$ cat config.mk
export PLATFORM = sky130hd
export DESIGN_NAME = pc_step_ctrl
export DESIGN_NICKNAME = d
export VERILOG_FILES = /design/src/rtl/pc_ctrl_pkg.sv /design/src/rtl/step_debounce.sv /design/src/rtl/pc_step_ctrl.sv
export SDC_FILE = /design/constraint.sdc
export NUM_CORES = 1
export LEC_CHECK = 0
export ABC_AREA = 1
export ABC_CLOCK_PERIOD_IN_PS = 3800
export CORE_MARGIN = 4
export CORE_UTILIZATION = 35
export CTS_CLUSTER_SIZE = 10
export DETAILED_ROUTE_END_ITERATION = 6
export GPL_TIMING_DRIVEN = 1
export HOLD_SLACK_MARGIN = 0.1
export MAX_ROUTING_LAYER = met4
export PLACE_DENSITY = 0.65
export SETUP_SLACK_MARGIN = 0.4
export SLEW_MARGIN = 20
export SYNTH_ARGS = -nofsm -noshare
export SYNTH_HDL_FRONTEND = slang
export SYNTH_SLANG_ARGS = --single-unit
$ cat constraint.sdc
create_clock -name Clk -period 3.8 [get_ports Clk]
set_clock_uncertainty 0.05 [all_clocks]
set_input_delay 0.38 -clock Clk [delete_from_list [all_inputs] [get_ports Clk]]
set_output_delay 0.38 -clock Clk [all_outputs]
set_load 0.01 [all_outputs]
$ cat src/rtl/pc_ctrl_pkg.sv
// -----------------------------------------------------------------------------
// pc_ctrl_pkg
// Shared definitions for the single-step pc controller:
//   state_t          FSM encoding (IDLE, STEP, SETTLE, REDIRECT, RELEASE)
//   PC_INCR          sequential pc increment
//   JUMP_IDX_W       width of the j-type target index field
//   BR_IMM_W         width of the branch immediate field
//   redirect_target  target address issued by the second (redirect) pulse
// -----------------------------------------------------------------------------
package pc_ctrl_pkg;

  typedef enum logic [2:0] {
    ST_IDLE,
    ST_STEP,
    ST_SETTLE,
    ST_REDIRECT,
    ST_RELEASE
  } state_t;

  localparam logic [31:0] PC_INCR    = 32'd4;
  localparam int          JUMP_IDX_W = 26;
  localparam int          BR_IMM_W   = 16;

  // Jump has priority over branch. A not-taken branch reloads the current
  // address so the pc sees a second load and returns to its idle state.
  function automatic logic [31:0] redirect_target(
    input logic [31:0] pc_q,
    input logic [31:0] instr,
    input logic        jump,
    input logic        branch,
    input logic        zero
  );
    logic [31:0] seq;
    logic [31:0] br_off;
    seq    = pc_q + PC_INCR;
    br_off = {{(32-BR_IMM_W-2){instr[BR_IMM_W-1]}}, instr[BR_IMM_W-1:0], 2'b00};
    if (jump)
      redirect_target = {seq[31:28], instr[JUMP_IDX_W-1:0], 2'b00};
    else if (branch && zero)
      redirect_target = seq + br_off;
    else if (branch)
      redirect_target = pc_q;
    else
      redirect_target = seq;
  endfunction

endpackage

$ cat src/rtl/step_debounce.sv
// -----------------------------------------------------------------------------
// step_debounce
// Two-flop synchroniser followed by a stability counter for the step button.
// The debounced level flips only after DEBOUNCE_CYCLES consecutive synchronised
// samples that disagree with the current level.
// Ports:
//   Clk      in   clock
//   Rst      in   synchronous reset, active-low
//   StepBtn  in   raw asynchronous button, high = pressed
//   Level    out  debounced button level
//   Rise     out  one-cycle pulse in the cycle Level becomes 1
// -----------------------------------------------------------------------------
module step_debounce #(
  parameter int DEBOUNCE_CYCLES = 250000
) (
  input  logic Clk,
  input  logic Rst,
  input  logic StepBtn,
  output logic Level,
  output logic Rise
);

  localparam int CW = $clog2(DEBOUNCE_CYCLES + 1);

  logic          sync1;
  logic          sync2;
  logic [CW-1:0] cnt;

  // NOTE: sequential state uses non-blocking assignments so every flop samples
  // the pre-edge value of its neighbours; the synchroniser chain depends on it.
  always_ff @(posedge Clk) begin
    if (!Rst) begin
      sync1 <= 1'b0;
      sync2 <= 1'b0;
      cnt   <= '0;
      Level <= 1'b0;
      Rise  <= 1'b0;
    end else begin
      sync1 <= StepBtn;
      sync2 <= sync1;
      Rise  <= 1'b0;
      if (sync2 == Level) begin
        cnt <= '0;
      end else if (cnt == CW'(DEBOUNCE_CYCLES - 1)) begin
        cnt   <= '0;
        Level <= sync2;
        Rise  <= sync2;
      end else begin
        cnt <= cnt + 1'b1;
      end
    end
  end

endmodule

$ cat src/rtl/pc_step_ctrl.sv
// -----------------------------------------------------------------------------
// pc_step_ctrl
// Single-step driver for the pc register. Each debounced button press issues
// one enable pulse loading PcQ+4; if the newly fetched instruction is a jump
// or branch a second redirect pulse follows two cycles later with the target.
// Optional feature macro: STEP_AUTORUN_EN adds the AutoRun input and a RUN_DIV
// divider whose expiry in IDLE acts as a press.
// Ports:
//   Clk        in   clock
//   Rst        in   synchronous reset, active-low
//   StepBtn    in   raw step button
//   PcQ        in   current pc value
//   Instr      in   instruction at PcQ
//   Jump       in   decoded jump
//   Branch     in   decoded branch
//   Zero       in   ALU zero (branch taken when Branch & Zero)
//   NextPc     out  value for pc.in (combinational)
//   PcEnable   out  pc.enable, one-cycle pulses
//   StepCount  out  completed steps, wraps
//   AutoRun    in   free-run request (STEP_AUTORUN_EN only)
// -----------------------------------------------------------------------------
module pc_step_ctrl
  import pc_ctrl_pkg::*;
#(
  parameter int DEBOUNCE_CYCLES = 250000,
  parameter int RUN_DIV         = 1000000,
  parameter int CNT_W           = 16
) (
  input  logic             Clk,
  input  logic             Rst,
  input  logic             StepBtn,
  input  logic [31:0]      PcQ,
  input  logic [31:0]      Instr,
  input  logic             Jump,
  input  logic             Branch,
  input  logic             Zero,
  output logic [31:0]      NextPc,
  output logic             PcEnable,
  output logic [CNT_W-1:0] StepCount
`ifdef STEP_AUTORUN_EN
  ,
  input  logic             AutoRun
`endif
);

  state_t state;
  logic   level;
  logic   rise;
  logic   press;
  logic   release_ok;

  step_debounce #(
    .DEBOUNCE_CYCLES(DEBOUNCE_CYCLES)
  ) u_debounce (
    .Clk    (Clk),
    .Rst    (Rst),
    .StepBtn(StepBtn),
    .Level  (level),
    .Rise   (rise)
  );

`ifdef STEP_AUTORUN_EN
  localparam int RW = $clog2(RUN_DIV + 1);

  logic [RW-1:0] run_cnt;
  logic          run_tick;

  // The divider only runs while parked in IDLE, so every auto step waits a
  // full RUN_DIV period after the previous one completes.
  always_ff @(posedge Clk) begin
    if (!Rst || state != ST_IDLE || !AutoRun || run_tick)
      run_cnt <= '0;
    else
      run_cnt <= run_cnt + 1'b1;
  end

  assign run_tick   = (state == ST_IDLE) && AutoRun && (run_cnt == RW'(RUN_DIV - 1));
  assign press      = rise | run_tick;
  assign release_ok = !level | AutoRun;
`else
  assign press      = rise;
  assign release_ok = !level;
`endif

  // NOTE: the default assignment first means every path through this block
  // drives NextPc, so no latch is inferred.
  always_comb begin
    NextPc = PcQ + PC_INCR;
    if (state == ST_REDIRECT)
      NextPc = redirect_target(PcQ, Instr, Jump, Branch, Zero);
  end

  // PcEnable is registered: it is set on the transition into STEP or REDIRECT
  // and cleared by default, which guarantees isolated single-cycle pulses.
  always_ff @(posedge Clk) begin
    if (!Rst) begin
      state     <= ST_IDLE;
      PcEnable  <= 1'b0;
      StepCount <= '0;
    end else begin
      PcEnable <= 1'b0;
      case (state)
        ST_IDLE: begin
          if (press) begin
            state    <= ST_STEP;
            PcEnable <= 1'b1;
          end
        end
        ST_STEP: begin
          state <= ST_SETTLE;
        end
        ST_SETTLE: begin
          if (Jump || Branch) begin
            state    <= ST_REDIRECT;
            PcEnable <= 1'b1;
          end else begin
            StepCount <= StepCount + 1'b1;
            state     <= ST_RELEASE;
          end
        end
        ST_REDIRECT: begin
          StepCount <= StepCount + 1'b1;
          state     <= ST_RELEASE;
        end
        ST_RELEASE: begin
          if (release_ok)
            state <= ST_IDLE;
        end
        default: state <= ST_IDLE;
      endcase
    end
  end

endmodule

==> flow_summary.ini, run 1 <==
[outcome]
status = completed

[sta]
hold_viol = 0
worst_slew_pin_slew_ns = 0.6459
rsz0062_at_grt = yes
slew_viol_final = 0
period_share_pct = 87.49
setup_tns_ns = 0
min_period_ns = 3.325
setup_violations = 0
fmax_mhz = 300.8
relSlewSlack_pct = 56.68

[yosys]
async_flop_share_pct = 0
synth_top_family_by_area = simple AND/OR/NAND/NOR gates
synth_cell_type_count = 43
synth_xor_area_share_pct = 4.721
synthMuxAreaShare_pct = 0
synth-edff-count = 0
synth_compound_area_share_pct = 15.72
synth_fp_nets = 1187
ys_ff_latch = 42
seq_area_frac_synth_pct = 14.16
synth_ff_type = dfxtp_1
yosysWarnings = 0
syn_avg_cell_area_um2 = 5.512
synth_area_leader_cell = nand2_1
yosys-top-cells-count = 326 x nand2_1, 169 x inv_1, 105 x nor2_1
synth-simple-area-share_pct = 44.62
syn_area_um2 = 5937
synth_fa_ha_area_share_pct = 8.556
yosys-top-cells-area = nand2_1 21%, dfxtp_1 14%, inv_1 11%, ha_1 8.2%, nand3_1 6.8%
netlist.area_leader.share_pct = 20.61
syn_inst = 1077
synth_most_common_cell = nand2_1

[power]
switchingPower_mw = 0.7257
seqPwrFrac_pct = 23.4
clockPowerShare_pct = 23.0
internal-power_mw = 1.164
swShare_pct = 38.39
p_leak_nw = 4.818
powerDensity_nw_per_um2 = 187.8
vdd_drop_max_mv = 0.3478
comb_power_share_pct = 53.6

[global_route]
grt_pass1_wl_um = 37700
grt_pass1_vias = 7498
globalRouteTotalUtil_pct = 24.50
grt_max_degree = 23
overflow = 0
antenna_found_initial = 1

[setup_path]
cpPeakStageDelay_ns = 0.22
cp_common_cell = nand2_1
cp-end-kind = output port
cp_num_buf_inv = 5
cp_slowest_cell = ha_4
arrival_ns = 2.89
path_max_fanout = 3
crit_family = simple AND/OR/NAND/NOR gates
worstSetupPathType = primary input to output port
path_cells = buf_2, nand2_4, nor2_4, nand3_4, inv_2, nand3_4, buf_4, o21ai_4, nand2_2, inv_4, ha_4, a21oi_4, o21bai_4, nand2_1, nand2_1, a21oi_2, nand2_1, nand2_1, nand3_2, a21oi_2, buf_2
start_kind = primary input
crit_required_ns = 3.37

[die]
die-height_um = 138.2
die_x_um = 138.2
io_pins = 119
coreArea_um2 = 16580
start_util_pct = 35.80
dieArea_um2 = 19110
std_cell_rows = 47

[routing]
wl_um = 25210
drc = 0
antenna_left = 0
via_count = 8126
vias_per_cell = 5.117
first_iter_violations = 603
drt_pre_antenna_iters = 5
drt-wirelength-per-cell_um = 15.88

[place]
dp_hpwl_um = 19050
placed_cells = 1547
io_buffers = 112
gp_congestion = 0.9262

[final_layout]
utilization_pct = 60.68
finalNetCount = 1476
area_growth_pct = 69.50
layoutNonFillerInstCount = 1588
drive_gt1_share_pct = 37.31
nFillCells = 1512

[job]
drv_cap = 0

[cts]
ctsHtreeMaxLevel = 2
cts_tree = yes
cts_sinks = 42
numCtsBuffers = 5
hold_buffers = 0
clk_latency_ns = 0.29
path_clk_slew_ns = 0.06
clockRootBuffer = clkbuf_16
clockBufferDepth = 2

[worst_hold_path]
worstHoldPathType = flip-flop to flip-flop
-- kinds of logic (layout without fill, tap and decap cells) --
family,after synthesis,in the layout
adders and majority gates,40,40
xor gates and xnor gates,32,32
other,0,1
buffers and inverters,192,482
AOI/OAI and AO/OA,163,163
and+or+nand+nor,608,608
DFF,42,42
-- state kept, by name, summed over array words and instances, names as in the netlist --
name,cells
u_debounce.sync1,1
u_debounce.Level,1
u_debounce.sync2,1
PcEnable,1
StepCount,16
u_debounce.cnt,18
u_debounce.Rise,1
state,3
-- final timing paths --
path         cells past startpoint                       endpoint                         start  slack, ns
max reg2reg                      7  u_debounce.cnt[11]$_SDFF_PP0_  u_debounce.cnt[0]$_SDFF_PP0_       1.87
min                              2    u_debounce.sync2$_SDFF_PN0_   u_debounce.sync1$_SDFF_PN0_       0.37
min reg2reg                      2    u_debounce.sync2$_SDFF_PN0_   u_debounce.sync1$_SDFF_PN0_       0.37
max                             21                     NextPc[30]                        PcQ[9]       0.48
-- per-stage QoR --
step,setup WS (ns),cell area (µm²),total power [mW],hold WS (ns)
floorplan,0.7448,5937,0.8379,0.3405
detailed placement,-0.6479,8433,1.230,0.3547
global route,0.3029,10060,1.992,0.3751
CTS,0.3700,9379,1.769,0.3686
finish,0.4754,10060,1.890,0.3666
global placement,-0.5863,8433,1.226,0.3421
-- worst register-to-register path: stages (launching register included) --
cell and delay, ns:
dfxtp_1 0.35, ha_1 0.19, nand3_1 0.14, nor2_1 0.16, nand4_1 0.19, nand2_1 0.52
a21oi_1 0.09, o21a_1 0.13
-- cell type report --
class | instances | area (µm²) | area share, %
clock inverters | 2 | 12.51 | 0.1243
flip-flops and latches | 42 | 840.8 | 8.355
diodes | 1 | 2.502 | 0.02487
clock buffers | 6 | 138.9 | 1.380
well taps | 220 | 275.3 | 2.735
multi-input cells | 843 | 5738 | 57.02
repair buffers | 297 | 2381 | 23.66
inverters | 177 | 674.4 | 6.701
-- repair_timing --
action / CTS / global route
resized for setup: 292 / 205
pin swaps: 69 / 104
setup buffers: 16 / 16
hold endpoints to repair: 0 / 0
setup endpoints to repair: 27 / 27
-- power by group through the flow --
stage / logic (mW) / clock network, mW / registers, mW
finish: 1.01 / 0.434 / 0.442
CTS: 0.882 / 0.445 / 0.442
detailed placement: 0.778 / 0 / 0.452
global placement: 0.774 / 0 / 0.452
floorplan: 0.386 / 0 / 0.452
global route: 1.09 / 0.461 / 0.442
-- per-layer routing --
layer	vias up	GRT usage, %	wire (µm)
met5	-	-	0
met4	0	8.112	1062
met2	306	42.32	12360
met3	64	2.901	1510
li1	4046	-	-
met1	3710	29.70	10280
-- layout by cell type, fill, tap and decap left out, types with 5 or more instances in the layout --
| cell | count |
|---|---|
| xor2_1 | 13 |
| a21oi_1 | 53 |
| nand3_1 | 64 |
| nand2_4 | 23 |
| a21oi_2 | 22 |
| nor2_2 | 21 |
| nor3_1 | 19 |
| and3_1 | 5 |
| nor2_4 | 29 |
| nand3_2 | 17 |
| nand2_1 | 257 |
| buf_2 | 21 |
| o21ai_0 | 23 |
| nand4_1 | 19 |
| xnor2_1 | 7 |
| nor2_1 | 66 |
| inv_1 | 143 |
| buf_4 | 172 |
| ha_1 | 9 |
| dlygate4sd2_1 | 6 |
| ha_4 | 29 |
| o21bai_1 | 8 |
| a31oi_1 | 5 |
| clkbuf_2 | 17 |
| dfxtp_1 | 42 |
| buf_6 | 14 |
| xor2_2 | 8 |
| nor3_2 | 8 |
| o22ai_1 | 18 |
| clkdlybuf4s50_1 | 57 |
| nand2_2 | 53 |
| clkbuf_16 | 5 |
| inv_2 | 27 |
| o21ai_1 | 6 |
| nor3_4 | 6 |
| nand3b_1 | 7 |
(Power assumes the default switching activity.)
==> inputs of run 2 (changes only) <==
GPL_ROUTABILITY_DRIVEN = 0   (was unset)
==> run 2 against run 1 <==
Effect of this change: final area grew 1.4%; power is 3.3% higher; die area unchanged; global-route usage up 0.067 points; sequential cell count is the same; combinational power is essentially flat; routed wire length up 0.53%; fmax decreased by 1.0%; count of clock-buffer cells in the layout up 1; sequential share of layout area down 0.12 points; final cell count grew 0.94%; clock power increased by 9.2%; critical path type unchanged; highest routed layer unchanged.
==> flow_summary.ini, run 2 (synthesized netlist as in run 1, its figures left out) <==
[sta]
relSlewSlack_pct = 57.15
hold_viol = 0
fmax_mhz = 297.7
period_share_pct = 88.39
slew_viol_final = 0
rsz0062_at_grt = yes
worst_slew_pin_slew_ns = 0.6388
min_period_ns = 3.359
setup_violations = 0
setup_tns_ns = 0
setup_slack_ns = 0.4414
fin_hold_ws_ns = 0.3666

[setup_path]
cp-end-kind = output port
start_kind = primary input
crit_family = simple AND/OR/NAND/NOR gates
path_max_fanout = 3
cpPeakStageDelay_ns = 0.33
rrSetupSlack_ns = 1.79
path_cells = clkbuf_2, nand2_2, nor2_4, inv_1, nor3_4, xor2_2, inv_2, ha_1, nand2_1, nand2_1, inv_1, nand2_2, nand2_2, nand3_2, a21oi_2, nand2_1, nand2_2, nand3_2, a21oi_2, buf_2
reg2reg_depth = 7
cp_slowest_cell = ha_1
cp_num_buf_inv = 5
cp_common_cell = nand2_2
r2r-end = u_debounce.cnt[11]$_SDFF_PP0_
worstSetupPathType = primary input to output port
crit_required_ns = 3.37
r2r_start = u_debounce.cnt[0]$_SDFF_PP0_
arrival_ns = 2.93

[cts]
clockBufferDepth = 2
hold_buffers = 0
clockRootBuffer = clkbuf_16
ctsHtreeMaxLevel = 2
numCtsBuffers = 5
cts_sinks = 42
path_clk_slew_ns = 0.06
clk_latency_ns = 0.28
cts_tree = yes

[place]
place_area_um2 = 8486
pre_cts_ws_ns = -0.5526
dp_hpwl_um = 18730
io_buffers = 112
placed_cells = 1554

[worst_hold_path]
whs_path_depth = 2
worstHoldPathType = flip-flop to flip-flop
holdCritStartpoint = u_debounce.sync1$_SDFF_PN0_
hold_end = u_debounce.sync2$_SDFF_PN0_

[final_layout]
antenna_cells = 0
largest_reg_flops = 18
layout_common_cells = 260 x nand2_1, 187 x buf_4, 145 x inv_1
drive_gt1_share_pct = 37.67
final_common_cell = nand2_1
finalNetCount = 1492
nFillCells = 1432
top_regs = u_debounce.cnt: 18 flops, StepCount: 16 flops, state: 3 flops
layoutNonFillerInstCount = 1603
final_cell_area_um2 = 10200
utilization_pct = 61.54
area_growth_pct = 71.89
top_register = u_debounce.cnt

[die]
std_cell_rows = 47
die_x_um = 138.2
die-height_um = 138.2
start_util_pct = 35.80
dieArea_um2 = 19110
coreArea_um2 = 16580
io_pins = 119

[routing]
via_count = 8336
drc = 0
drt-wirelength-per-cell_um = 15.81
first_iter_violations = 638
antenna_left = 0
vias_per_cell = 5.200
wl_um = 25350
drt_pre_antenna_iters = 5

[power]
p_leak_nw = 4.896
vdd_drop_max_mv = 0.5529
powerDensity_nw_per_um2 = 191.3
power_mw = 1.953

[job]
drv_cap = 0

[global_route]
overflow = 0
grt_pass1_vias = 7867
grt_max_degree = 29
antenna_found_initial = 0
globalRouteTotalUtil_pct = 24.56
grt_pass1_wl_um = 38200

[outcome]
status = completed
==> run 2: cell types whose count changed in the layout (fill, tap and decap cells not counted), sizes merged <==
| cell | delta |
|---|---|
| clkinv | -1 |
| dlymetal6s2s | -2 |
| clkdlybuf4s15 | -2 |
| clkbuf | -4 |
| clkinvlp | -1 |
| diode | -1 |
| buf | +20 |
| bufinv | +1 |
| dlygate4sd2 | +5 |
==> run 2: worst max-delay path by stage <==
stage	cells past startpoint	slack (ns)	start	to
2_1_floorplan	18	0.74	PcQ[2]	NextPc[27]
3_3_place_gp	20	-0.51	PcQ[3]	NextPc[30]
3_5_place_dp	19	-0.55	PcQ[3]	NextPc[25]
4_1_cts	23	0.40	PcQ[10]	NextPc[31]
5_1_grt	20	0.25	PcQ[13]	NextPc[30]
6_report	20	0.44	PcQ[16]	NextPc[30]
==> run 2: per-layer routing <==
layer,track usage (%),vias up,wire [µm]
li1,-,4077,-
met1,28.40,3785,9836
met2,42.34,378,12420
met3,3.591,96,1815
met4,10.71,0,1278
met5,-,-,0
==> run 2: cell type report <==
| class | instances | area (µm²) | share of cell area (%) |
|---|---|---|---|
| Multi-Input combinational cell | 843 | 5710 | 55.96 |
| Timing Repair Buffer | 313 | 2549 | 24.98 |
| Sequential cell | 42 | 840.8 | 8.239 |
| Inverter | 177 | 666.9 | 6.535 |
| Tap cell | 220 | 275.3 | 2.697 |
| Clock buffer | 7 | 132.6 | 1.300 |
| Clock inverter | 1 | 30.03 | 0.2943 |
==> run 2: where the power goes <==
part,internal (mW),total (mW),switching (mW)
combinational,0.483,1.04,0.553
clock,0.310,0.474,0.164
sequential,0.442,0.442,0.000569
==> run 2: worst reg2reg max path, stage by stage (launching register included) <==
cell	delay (ns)
dfxtp_1	0.35
ha_1	0.19
nand3_1	0.16
nor2_1	0.18
nand4_1	0.21
nand2_1	0.54
a21oi_1	0.09
o21a_1	0.13
==> run 2: timing repair <==
action	CTS	global route
endpoints found under the setup margin	27	25
buffers inserted	27	14
resized for setup	305	193
pin swaps	96	102
